===== config.mk =====
export PLATFORM = sky130hd
export DESIGN_NAME = sram_io_host_flat
export DESIGN_NICKNAME = d
export VERILOG_FILES = /design/src/rtl/sram_io_host_if.sv /design/src/rtl/sram_io_host.sv /design/src/flat_wrapper.sv
export SDC_FILE = /design/constraint.sdc
export NUM_CORES = 1
export LEC_CHECK = 0
export ABC_AREA = 1
export CORE_MARGIN = 5
export CORE_UTILIZATION = 50
export CTS_CLUSTER_SIZE = 24
export DETAILED_ROUTE_END_ITERATION = 10
export PLACE_DENSITY = 0.82
export SYNTH_ARGS = -nofsm -noshare
export SYNTH_HDL_FRONTEND = slang
export SYNTH_SLANG_ARGS = --single-unit

===== constraint.sdc =====
create_clock -name CLK -period 2.71 [get_ports CLK]
set_clock_uncertainty 0.15 [all_clocks]
set_input_delay 0.542 -clock CLK [delete_from_list [all_inputs] [get_ports CLK]]
set_output_delay 0.542 -clock CLK [all_outputs]
set_load 0.03 [all_outputs]

===== src/rtl/sram_io_host_if.sv =====
// Host request/response and serial SRAM-slave signals of sram_io_host.
// master = the host controller view, slave = the requester/SRAM-slave environment view.
interface sram_io_host_if #(
    parameter int unsigned MEMORY_DATA_WIDTH = 8,
    parameter int unsigned MEMORY_ADDR_WIDTH = 9
);
    logic                         START;
    logic                         WR;
    logic [MEMORY_ADDR_WIDTH-1:0] ADDR;
    logic [MEMORY_DATA_WIDTH-1:0] WDATA;
    logic                         BUSY;
    logic                         DONE;
    logic                         ERR;
    logic [MEMORY_DATA_WIDTH-1:0] RDATA;
    logic                         S_BGN;
    logic                         S_LOAD_N;
    logic [1:0]                   S_CTRL;
    logic                         S_SI;
    logic                         S_SO;
    logic                         S_RDY;

    modport master (
        input  START, WR, ADDR, WDATA, S_SO, S_RDY,
        output BUSY, DONE, ERR, RDATA, S_BGN, S_LOAD_N, S_CTRL, S_SI
    );

    modport slave (
        output START, WR, ADDR, WDATA, S_SO, S_RDY,
        input  BUSY, DONE, ERR, RDATA, S_BGN, S_LOAD_N, S_CTRL, S_SI
    );
endinterface


===== src/rtl/sram_io_host.sv =====
// Host controller for a serially-loaded SRAM slave: LOAD (shift frame in),
// EXEC (read/write strobe), UNLOAD (shift read data out), with a WAIT timeout.
module sram_io_host #(
    parameter int unsigned MEMORY_DATA_WIDTH = 8,
    parameter int unsigned MEMORY_ADDR_WIDTH = 9,
    parameter int unsigned TIMEOUT           = 255
) (
    input  logic                 CLK,
    input  logic                 BGN,
    sram_io_host_if.master       bus
);
    localparam int unsigned DW      = MEMORY_DATA_WIDTH;
    localparam int unsigned AW      = MEMORY_ADDR_WIDTH;
    localparam int unsigned N       = AW + DW + 1;
    localparam int unsigned CNT_MAX = (N > TIMEOUT) ? N : TIMEOUT;
    localparam int unsigned CNT_W   = $clog2(CNT_MAX + 1);
    localparam int unsigned FIDX_W  = $clog2(N);
    localparam int unsigned DIDX_W  = (DW > 1) ? $clog2(DW) : 1;

    typedef enum logic [2:0] {
        ST_IDLE, ST_PRE, ST_LDN, ST_GAP, ST_SHIFT, ST_WAIT, ST_FIN
    } state_e;

    typedef enum logic [1:0] {
        PH_LOAD, PH_EXEC, PH_UNLOAD
    } phase_e;

    state_e           state_q, state_d;
    phase_e           phase_q, phase_d;
    logic [CNT_W-1:0] cnt_q, cnt_d;
    logic             wr_q, wr_d;
    logic [AW-1:0]    addr_q, addr_d;
    logic [DW-1:0]    wdata_q, wdata_d;
    logic             busy_q, busy_d;
    logic             done_q, done_d;
    logic             err_q, err_d;
    logic [DW-1:0]    rdata_q, rdata_d;
    logic             s_bgn_q, s_bgn_d;
    logic             s_load_n_q, s_load_n_d;
    logic [1:0]       s_ctrl_q, s_ctrl_d;
    logic             s_si_q, s_si_d;
    logic [N-1:0]     frame_c;

    // Serial frame, sent LSB first: dummy 0, then WDATA, then ADDR.
    assign frame_c = {addr_q, wdata_q, 1'b0};

    always_ff @(posedge CLK) begin
        if (!BGN) begin
            state_q    <= ST_IDLE;
            phase_q    <= PH_LOAD;
            cnt_q      <= '0;
            wr_q       <= 1'b0;
            addr_q     <= '0;
            wdata_q    <= '0;
            busy_q     <= 1'b0;
            done_q     <= 1'b0;
            err_q      <= 1'b0;
            rdata_q    <= '0;
            s_bgn_q    <= 1'b0;
            s_load_n_q <= 1'b1;
            s_ctrl_q   <= 2'b00;
            s_si_q     <= 1'b0;
        end else begin
            state_q    <= state_d;
            phase_q    <= phase_d;
            cnt_q      <= cnt_d;
            wr_q       <= wr_d;
            addr_q     <= addr_d;
            wdata_q    <= wdata_d;
            busy_q     <= busy_d;
            done_q     <= done_d;
            err_q      <= err_d;
            rdata_q    <= rdata_d;
            s_bgn_q    <= s_bgn_d;
            s_load_n_q <= s_load_n_d;
            s_ctrl_q   <= s_ctrl_d;
            s_si_q     <= s_si_d;
        end
    end

    always_comb begin
        state_d    = state_q;
        phase_d    = phase_q;
        cnt_d      = cnt_q;
        wr_d       = wr_q;
        addr_d     = addr_q;
        wdata_d    = wdata_q;
        err_d      = err_q;
        rdata_d    = rdata_q;
        busy_d     = 1'b0;
        done_d     = 1'b0;
        s_bgn_d    = 1'b0;
        s_load_n_d = 1'b1;
        s_ctrl_d   = 2'b00;
        s_si_d     = 1'b0;

        case (state_q)
            ST_IDLE: begin
                if (bus.START) begin
                    wr_d    = bus.WR;
                    addr_d  = bus.ADDR;
                    wdata_d = bus.WDATA;
                    err_d   = 1'b0;
                    phase_d = PH_LOAD;
                    cnt_d   = '0;
                    state_d = ST_PRE;
                end
            end
            ST_PRE: state_d = ST_LDN;
            ST_LDN: begin
                cnt_d   = '0;
                state_d = (phase_q == PH_EXEC) ? ST_WAIT : ST_GAP;
            end
            ST_GAP: begin
                cnt_d   = '0;
                state_d = ST_SHIFT;
            end
            ST_SHIFT: begin
                // Read data returns LSB first over the first DW shift cycles.
                if (phase_q == PH_UNLOAD && cnt_q < CNT_W'(DW)) begin
                    rdata_d[DIDX_W'(cnt_q)] = bus.S_SO;
                end
                if (cnt_q == CNT_W'(N - 1)) begin
                    cnt_d   = '0;
                    state_d = ST_WAIT;
                end else begin
                    cnt_d = cnt_q + CNT_W'(1);
                end
            end
            ST_WAIT: begin
                // S_RDY is checked before the timeout so a coincident ready wins.
                if (bus.S_RDY) begin
                    cnt_d = '0;
                    case (phase_q)
                        PH_LOAD: begin
                            phase_d = PH_EXEC;
                            state_d = ST_PRE;
                        end
                        PH_EXEC: begin
                            if (wr_q) begin
                                state_d = ST_FIN;
                            end else begin
                                phase_d = PH_UNLOAD;
                                state_d = ST_PRE;
                            end
                        end
                        default: state_d = ST_FIN;
                    endcase
                end else if (cnt_q == CNT_W'(TIMEOUT - 1)) begin
                    cnt_d   = '0;
                    err_d   = 1'b1;
                    state_d = ST_FIN;
                end else begin
                    cnt_d = cnt_q + CNT_W'(1);
                end
            end
            ST_FIN:  state_d = ST_IDLE;
            default: state_d = ST_IDLE;
        endcase

        // Outputs are decoded from the next state so they line up with it once registered.
        busy_d     = state_d inside {ST_PRE, ST_LDN, ST_GAP, ST_SHIFT, ST_WAIT};
        done_d     = (state_d == ST_FIN);
        s_bgn_d    = state_d inside {ST_LDN, ST_GAP, ST_SHIFT, ST_WAIT};
        s_load_n_d = (state_d != ST_LDN);
        if (s_bgn_d && phase_d == PH_EXEC) begin
            s_ctrl_d = wr_d ? 2'b11 : 2'b01;
        end
        if (state_d == ST_SHIFT && phase_d == PH_LOAD) begin
            s_si_d = frame_c[FIDX_W'(cnt_d)];
        end
    end

    assign bus.BUSY     = busy_q;
    assign bus.DONE     = done_q;
    assign bus.ERR      = err_q;
    assign bus.RDATA    = rdata_q;
    assign bus.S_BGN    = s_bgn_q;
    assign bus.S_LOAD_N = s_load_n_q;
    assign bus.S_CTRL   = s_ctrl_q;
    assign bus.S_SI     = s_si_q;
endmodule


===== src/flat_wrapper.sv =====
// flat-port wrapper written by rule: the top's interface ports become plain ports
module sram_io_host_flat 
#(
    parameter int unsigned MEMORY_DATA_WIDTH = 8,
    parameter int unsigned MEMORY_ADDR_WIDTH = 9,
    parameter int unsigned TIMEOUT           = 255
)
  (CLK, BGN, bus_START, bus_WR, bus_ADDR, bus_WDATA, bus_S_SO, bus_S_RDY, bus_BUSY, bus_DONE, bus_ERR, bus_RDATA, bus_S_BGN, bus_S_LOAD_N, bus_S_CTRL, bus_S_SI);
  sram_io_host_if #(.MEMORY_DATA_WIDTH(MEMORY_DATA_WIDTH), .MEMORY_ADDR_WIDTH(MEMORY_ADDR_WIDTH)) bus_i ();
  input  logic CLK;
  input  logic BGN;
  input wire logic [$bits(bus_i.START)-1:0] bus_START;
  input wire logic [$bits(bus_i.WR)-1:0] bus_WR;
  input wire logic [$bits(bus_i.ADDR)-1:0] bus_ADDR;
  input wire logic [$bits(bus_i.WDATA)-1:0] bus_WDATA;
  input wire logic [$bits(bus_i.S_SO)-1:0] bus_S_SO;
  input wire logic [$bits(bus_i.S_RDY)-1:0] bus_S_RDY;
  output wire logic [$bits(bus_i.BUSY)-1:0] bus_BUSY;
  output wire logic [$bits(bus_i.DONE)-1:0] bus_DONE;
  output wire logic [$bits(bus_i.ERR)-1:0] bus_ERR;
  output wire logic [$bits(bus_i.RDATA)-1:0] bus_RDATA;
  output wire logic [$bits(bus_i.S_BGN)-1:0] bus_S_BGN;
  output wire logic [$bits(bus_i.S_LOAD_N)-1:0] bus_S_LOAD_N;
  output wire logic [$bits(bus_i.S_CTRL)-1:0] bus_S_CTRL;
  output wire logic [$bits(bus_i.S_SI)-1:0] bus_S_SI;
  assign bus_i.START = bus_START;
  assign bus_i.WR = bus_WR;
  assign bus_i.ADDR = bus_ADDR;
  assign bus_i.WDATA = bus_WDATA;
  assign bus_i.S_SO = bus_S_SO;
  assign bus_i.S_RDY = bus_S_RDY;
  assign bus_BUSY = bus_i.BUSY;
  assign bus_DONE = bus_i.DONE;
  assign bus_ERR = bus_i.ERR;
  assign bus_RDATA = bus_i.RDATA;
  assign bus_S_BGN = bus_i.S_BGN;
  assign bus_S_LOAD_N = bus_i.S_LOAD_N;
  assign bus_S_CTRL = bus_i.S_CTRL;
  assign bus_S_SI = bus_i.S_SI;
  sram_io_host #(.MEMORY_DATA_WIDTH(MEMORY_DATA_WIDTH), .MEMORY_ADDR_WIDTH(MEMORY_ADDR_WIDTH), .TIMEOUT(TIMEOUT)) u_core (.CLK(CLK), .BGN(BGN), .bus(bus_i));
endmodule

# ---- Word-level counts from Yosys, hierarchy flattened
# Cells that the tools add are included.
dict set report totals {
  ff_bits 47
  in_bits 23
  output_inout_bits 16
}
dict set report classes {
  addsub 1
  magnitude_cmp 4
  n_eq_ne 20
  muxes 30
  n_reduce_logical 18
}
# op n
set op_table {}
lappend op_table {{2-to-1 mux 8 bit} 4}
lappend op_table {{case mux 8 bit (4 select lines)} 1}
lappend op_table {{2-to-1 mux 3 bit} 6}
lappend op_table {{case mux 3 bit (6 select lines)} 1}
lappend op_table {{== test 3 bit (second input constant)} 5}
lappend op_table {{== test 3 x 2 -> 1 bit (second input constant)} 4}
lappend op_table {{AND reduction 2 bit} 5}
lappend op_table {{adder 8 x 1 -> 8 bit (second input constant)} 1}
lappend op_table {{bitwise mux 8 bit} 1}
lappend op_table {{== test 8 x 5 -> 1 bit (second input constant)} 1}
lappend op_table {{== test 8 bit (second input constant)} 1}
lappend op_table {{< comparator 8 x 4 -> 1 bit (second input constant)} 1}
lappend op_table {{2-to-1 mux 2 bit} 4}
lappend op_table {{case mux 2 bit (2 select lines)} 2}
lappend op_table {{nonzero test 4 bit} 2}
lappend op_table {{2-to-1 mux 1 bit} 7}
lappend op_table {{== test 3 x 1 -> 1 bit (second input constant)} 2}
lappend op_table {{< comparator 5 x 6 -> 1 bit (second input constant)} 1}
lappend op_table {{case mux 3 bit (2 select lines)} 1}
lappend op_table {{binary-select mux 1 bit (select 5 bit)} 1}
lappend op_table {{nonzero test 5 bit} 1}
lappend op_table {{== test 2 x 1 -> 1 bit (second input constant)} 2}
lappend op_table {{logical AND 1 bit} 4}
lappend op_table {{logical NOT 2 bit} 2}
lappend op_table {{12 further kinds} 13}

# ---- Longest topological paths before layout
dict set report depth {
  word_depth 8
  mapped_depth 15
}

# ---- Worst setup path before layout
# Ideal clock, no wire load.
dict set report synth_timing {
  kind {reg-to-reg}
  from {register u_core.cnt_q[0]}
  to {register u_core.s_si_q (netlist: u_core.bus.S_SI)}
  arrival_time_ns 1.631
  t_required_ns 2.443
  slack_ns 0.812
  path_stages_with_launch 15
  period_less_slack_ns 1.898
  path_cell_list {dfxtp_1 > inv_1 > ha_1 > nand2_1 > nor2_1 > nand2_2 > nand2_2 > nand2_8 > nand2_1 > o21ai_2 > nand3_1 > nand3_1 > nand2_1 > nor2_1 > a21oi_2}
}
dict set report synth_via {
  elab_chain_len 7
  elab_cells_between_ends 17
  classes_between {1 x add/sub; 3 x eq/ne; 11 x mux; 2 x reduce/logical}
}
# item line_no
set synth_rtl {}
lappend synth_rtl {{start, declared} sram_io_host.sv:30} ;# logic [CNT_W-1:0] cnt_q, cnt_d;
lappend synth_rtl {{start signal, assigned} sram_io_host.sv:66} ;# cnt_q <= cnt_d;
lappend synth_rtl {{branches (longest 7 deep; another with adder 8 x 1 -> 8 bit)} --}
lappend synth_rtl {{end signal, assigned} sram_io_host.sv:77} ;# s_si_q <= s_si_d;
lappend synth_rtl {{end, declared} sram_io_host.sv:41} ;# logic s_si_q, s_si_d;
# Several ways; the timed one is not identified. The select of a mux whose other input is x is not followed.
# A chain may end at the register's enable or synchronous reset.

# ---- Worst setup path in the final report
# Ends and elaborated chain as after synthesis.

==> flow_summary.yaml <==
cts:
  cts_resized: 0
  clk_path_buf_depth: 2
  cts_sinks: 47
  post_cts_buffers: 0
  cts_hold_buf: 0
  path_clk_slew_ns: 0.08
  h-tree-depth: 2
  cts_root_buf: "clkbuf_8"
  cts_tree: "yes"
  numCtsBuffers: 5
  clock_latency_ns: 0.30
drt:
  wire_per_inst_um: 12.52
  ant_nets: 0
  drt-vias-per-instance: 5.339
  wl_mm: 5.319
  dr.pass1.iters: 5
  drt-initial-drc-count: 181
  drcViolationCount: 0
  num_vias: 2269
sta:
  worst_slew_pin_slew_ns: 0.4871
  timing.final.crit_share: 0.8389
  finalHoldViolations: 0
  drv_slew: 0
  fin_tns_setup_ns: 0
  grt_setup_unrepaired: "no"
  slew_headroom: 0.6711
  period_needed_ns: 2.273
  clock.fmax_mhz: 439.9
  finalSetupViolations: 0
yosys:
  synth-simple-area-share: 0.3291
  synthArstFlopShare: 0
  synth_xor_area_frac: 0.007419
  synth-edff-count: 0
  ys_ff_latch: 47
  seq_area_frac_synth: 0.3985
  synth_mux_area_frac: 0
  synth.most_common_cell: "nand2_1"
  ys_top_cells_by_count: "55 x nand2_1, 47 x dfxtp_1, 43 x nor2_1"
  synthAdderAreaFrac: 0.01590
  netlist_area_sq_um: 2361
  synthTopCellsByArea: "dfxtp_1 40%, nand2_1 8.7%, nor2_1 6.8%"
  ys_types: 36
  ys_warn_count: 0
  synth_ff_type: "dfxtp_1"
  avgSynthCellArea_sq_um: 7.133
  yosysTopAreaCellShare: 0.3985
  synth_area_leader_cell: "dfxtp_1"
  synthCells: 331
  synth_top_family_by_area: "simple AND/OR/NAND/NOR gates"
  synth-compound-area-share: 0.1680
  synth_nets: 357
die:
  die_y_um: 78.72
  die_w_um: 78.72
  core-area_sq_um: 4661
  num_io_pins: 39
  die_area_sq_um: 6196
  rows: 25
  initial_utilization: 0.5066
final_layout:
  areaGrowthSynthToFinish_pct: 23.32
  post-route-cell-area_sq_um: 2912
  fin_util: 0.6247
  nets: 396
  insertedDiodeCount: 0
  drive_gt1_frac: 0.1024
worst_hold_path:
  min_path_type: "reg2reg"
  min_from: "u_core.addr_q[1]"
  holdPathEnd: "u_core.addr_q[1]"
  hold_depth: 2
power_and_ir_drop:
  vdd_ir_drop_max_uv: 286.2
  powerDensity_nw_per_um2: 545.7
  leakagePower_nw: 1.183
critical_path:
  arrival_ns: 2.32
  startpoint_type: "register"
  r2r_slack_ns: 0.44
  crit_required_ns: 2.75
  worstSetupPathType: "reg2reg"
  rr_worst_depth: 14
  critPathMaxFanout: 9
  cp-end-kind: "register"
  r2r-start: "u_core.cnt_q[0]"
  reg2reg_to: "u_core.bus.S_SI"
placement:
  dp_hpwl_mm: 3.984
  io_buffers: 38
  place.gp.congestion: 0.9054
  dpl_cell_area_sq_um: 2794
grt:
  grt_usage: 0.1799
  overflow: 0
  grt_pass1_vias: 1984
  grt_max_degree: 30
  grt_pass1_wl_mm: 8.976
  antenna_found_initial: 0
flow_run:
  cap_violations: 0
run_status:
  status: "complete, no violations"
## cell families after synthesis
family          count (synthesis)
simple gates                  161
compound gates                 68
buf+inv                        50
flops                          47
fa+ha+maj                       3
xor+xnor                        2
## state kept, by name (all words and copies together), names as in the netlist
signal,cells
u_core.wdata_q,8
u_core.bus.BUSY,1
u_core.phase_q,2
u_core.wr_q,1
u_core.bus.DONE,1
u_core.addr_q,9
u_core.bus.RDATA,8
u_core.bus.S_CTRL,2
u_core.cnt_q,8
u_core.bus.S_LOAD_N,1
u_core.bus.S_SI,1
u_core.bus.ERR,1
u_core.bus.S_BGN,1
u_core.state_q,3
## per-layer routing
layer  vias up  part of all wire  track usage
li1       1171                 -            -
met1      1008              0.45       0.2458
met2        80              0.46       0.2733
met3        10             0.071      0.03855
met4         0             0.023      0.07692
met5         -                 0            0
## worst max-delay path, stage by stage (launching register included)
cell,delay (ns)
dfxtp_1,0.47
inv_1,0.19
ha_1,0.23
nand2_1,0.06
nor2_1,0.04
nand2_2,0.11
nand2_2,0.10
nand2_8,0.13
nand2_1,0.07
o21ai_2,0.10
nand3_1,0.11
nand3_1,0.09
nand2_1,0.07
nor2_1,0.16
a21oi_2,0.07
## cells in the final DEF, fill, tap and decap left out, types with 13 or more instances in the layout
cell,n
nor2_1,43
nand2_1,55
a21oi_1,30
nand3_1,29
dfxtp_1,47
o21ai_0,22
clkdlybuf4s50_1,38
inv_1,35
nor3_1,13
## power breakdown
part	leakage, nW	internal (mW)	switching [mW]
Combinational	0.738	0.117	0.187
Sequential	0.383	0.736	0.0199
Clock	0.0612	0.298	0.230
## per-stage QoR
step | hold slack, ns | std cells | power [mW] | setup slack (ns)
6_report | 0.3043 | 425 | 1.589 | 0.4367
5_1_grt | 0.3132 | 425 | 1.666 | 0.2811
4_1_cts | 0.3064 | 425 | 1.604 | 0.4588
3_5_place_dp | 0.2964 | 417 | 1.075 | 0.3092
3_3_place_gp | 0.2841 | 417 | 1.071 | 0.3715
2_1_floorplan | 0.2791 | 331 | 0.9785 | 0.8115
## final cells by class
type                            instances  area (sq um)
Clock buffer                            6         82.58
Clock inverter                          2         35.03
Fill cell                             405          1749
Inverter                               41         153.9
Multi-Input combinational cell        234          1229
Sequential cell                        47         940.9
Tap cell                               54         67.56
Timing Repair Buffer                   41         402.9
## worst max path at each step
stage / from / to / cells after the start
2_1_floorplan: u_core.cnt_q[0] / u_core.bus.S_SI / 14
3_3_place_gp: bus_S_RDY / u_core.bus.BUSY / 8
3_5_place_dp: bus_S_RDY / u_core.bus.BUSY / 8
4_1_cts: u_core.cnt_q[0] / u_core.bus.S_SI / 14
5_1_grt: u_core.cnt_q[0] / u_core.bus.S_SI / 14
6_report: u_core.cnt_q[0] / u_core.bus.S_SI / 14
No activity file was read; power rests on OpenSTA's default activity.
==> RTL edit (same settings) <==
`MEMORY_DATA_WIDTH` is set to 8 in 3 places; all go to 16.
--- a/src/rtl/sram_io_host_if.sv
+++ b/src/rtl/sram_io_host_if.sv
@@ -2,5 +2,5 @@
 // master = the host controller view, slave = the requester/SRAM-slave environment view.
 interface sram_io_host_if #(
-    parameter int unsigned MEMORY_DATA_WIDTH = 8,
+    parameter int unsigned MEMORY_DATA_WIDTH = 16,
     parameter int unsigned MEMORY_ADDR_WIDTH = 9
 );
--- a/src/rtl/sram_io_host.sv
+++ b/src/rtl/sram_io_host.sv
@@ -2,5 +2,5 @@
 // EXEC (read/write strobe), UNLOAD (shift read data out), with a WAIT timeout.
 module sram_io_host #(
-    parameter int unsigned MEMORY_DATA_WIDTH = 8,
+    parameter int unsigned MEMORY_DATA_WIDTH = 16,
     parameter int unsigned MEMORY_ADDR_WIDTH = 9,
     parameter int unsigned TIMEOUT           = 255
--- a/src/flat_wrapper.sv
+++ b/src/flat_wrapper.sv
@@ -2,5 +2,5 @@
 module sram_io_host_flat 
 #(
-    parameter int unsigned MEMORY_DATA_WIDTH = 8,
+    parameter int unsigned MEMORY_DATA_WIDTH = 16,
     parameter int unsigned MEMORY_ADDR_WIDTH = 9,
     parameter int unsigned TIMEOUT           = 255
Ports: changed (resized bus_RDATA and bus_WDATA); port bits go from 39 to 55. No check against the original RTL was run, so the function may have changed too.
==> RTL edit against the unedited design <==
- sequential share of layout area rose by 1.4 points
- sequential cell count rose by 16
- cell count rose by 28%
- utilization rose by 1.0 points
- design area rose by 28%
- routed wire length rose by 28%
- count of clock-buffer cells in the layout rose by 5
- setup slack got worse by 0.0077 ns
- synthesized area rose by 27%
- total power rose by 31%
- critical path type unchanged
- largest power group unchanged
==> RTL edit: results (changes against the unedited design) <==
Run status: complete, no violations (unchanged). The CTS buffer count came out at 9 (was 5). The highest net fanout along the worst path was 5 (was 9). The worst-skew pair later-pin latency is 0.34 ns (was 0.30 ns). The worst endpoint data arrival time came out at 2.41 ns (was 2.32 ns).

The overall track demand over capacity in global routing was 19.42% (was 17.99%). The proportion of total power due to net switching was 28.82% (was 27.49%). The number of distinct library cells after synthesis is 32 (was 36). The routed wire length is 6811 um (was 5319 um). The area taken by flip-flops and latches is 1261 um^2 (was 940.9 um^2). The share of synthesized area occupied by flip-flops and latches came to 42.07% (was 39.85%). The starting DRC count in detailed routing is 269 (was 181).

The final weighted congestion in routability-driven placement came out at 0.8986 (was 0.9054). The x dimension of the die is 87.43 um (was 78.72 um). The transition at the pin with the smallest max-transition slack was 0.4724 ns (was 0.4871 ns). The hold path startpoint is u_core.addr_q[6] (was u_core.addr_q[1]). The capture endpoint of the worst hold path is u_core.addr_q[6] (was u_core.addr_q[1]). The number of global-route vias before repair is 2739 (was 1984). The cell leakage power came to 1.548 nW (was 1.183 nW). The net count of the finished layout is 502 (was 396). The net count after synthesis came out at 450 (was 357). The layout filler cell count came out at 532 (was 405).

The worst vdd rail ir drop is 0.4353 mV (was 0.2862 mV). The fraction of final layout cells sized beyond drive strength 1 came out at 9.130% (was 10.24%). The routing usage on met1 came out at 22.82% (was 24.58%). The maximum number of pins on one net before global-route repair came out at 48 (was 30). The detailed-route vias per instance came to 5.137 (was 5.339). The H-tree depth is 3 (was 2).
==> RTL edit: area by class of cell <==
cell class | count | area share (%)
Multi-Input combinational cell | 275 | 38.17
Sequential cell | 63 | 33.75
Timing Repair Buffer | 57 | 15.07
Inverter | 61 | 6.127
Clock buffer | 11 | 3.783
Tap cell | 75 | 2.511
Clock inverter | 4 | 0.6026
==> RTL edit: kinds of logic after synthesis <==
group	Yosys count	share of synthesized area (%)
and+or+nand+nor	166	27.04
adders and majority gates	4	1.670
muxes	1	0.3339
DFF	63	42.07
xor gates and xnor gates	3	0.8766
buffers and inverters	77	10.35
AOI/OAI and AO/OA	101	17.66
==> RTL edit: power groups by stage <==
stage	combinational, W	sequential (W)	clock [W]
after floorplan	0.000232	0.00105	0
after detailed placement	0.000361	0.00104	0
after CTS	0.000363	0.00102	0.000715
final	0.000361	0.00102	0.000698
after global placement	0.000352	0.00104	0
after global routing	0.000408	0.00102	0.000766
==> RTL edit: worst max path at each step <==
stage,to,slack [ns],cells past startpoint
6_report,u_core.bus.S_SI,0.43,15
5_1_grt,u_core.bus.S_SI,0.18,15
4_1_cts,u_core.bus.S_SI,0.45,15
3_5_place_dp,u_core.bus.S_SI,0.22,12
3_3_place_gp,u_core.bus.S_SI,0.28,12
2_1_floorplan,u_core.bus.S_SI,0.76,15
==> RTL edit: per-stage QoR <==
step	power, W	cell area, um^2	cells	utilization, %	setup slack [ns]
floorplan	0.001285	2998	415	-	0.7640
global placement	0.001388	3573	531	60.71	0.2755
detailed placement	0.001399	3573	531	60.71	0.2223
CTS	0.002095	3737	546	63.50	0.4463
global route	0.002197	3737	546	63.50	0.1825
finish	0.002075	3737	546	63.50	0.4290
==> RTL edit: worst register-to-register path, delay by kind of cell (launching register included) <==
kind | cells | cell delay [ns]
compound gates | 1 | 0.17
simple gates | 11 | 0.98
buf+inv | 2 | 0.27
fa+ha+maj | 1 | 0.24
flops | 1 | 0.45
==> RTL edit: metal layers <==
metal	wire (um)	share of wire [%]
met5	0	0
met4	125	1.8
met3	405	5.9
met2	3260	48
met1	3020	44
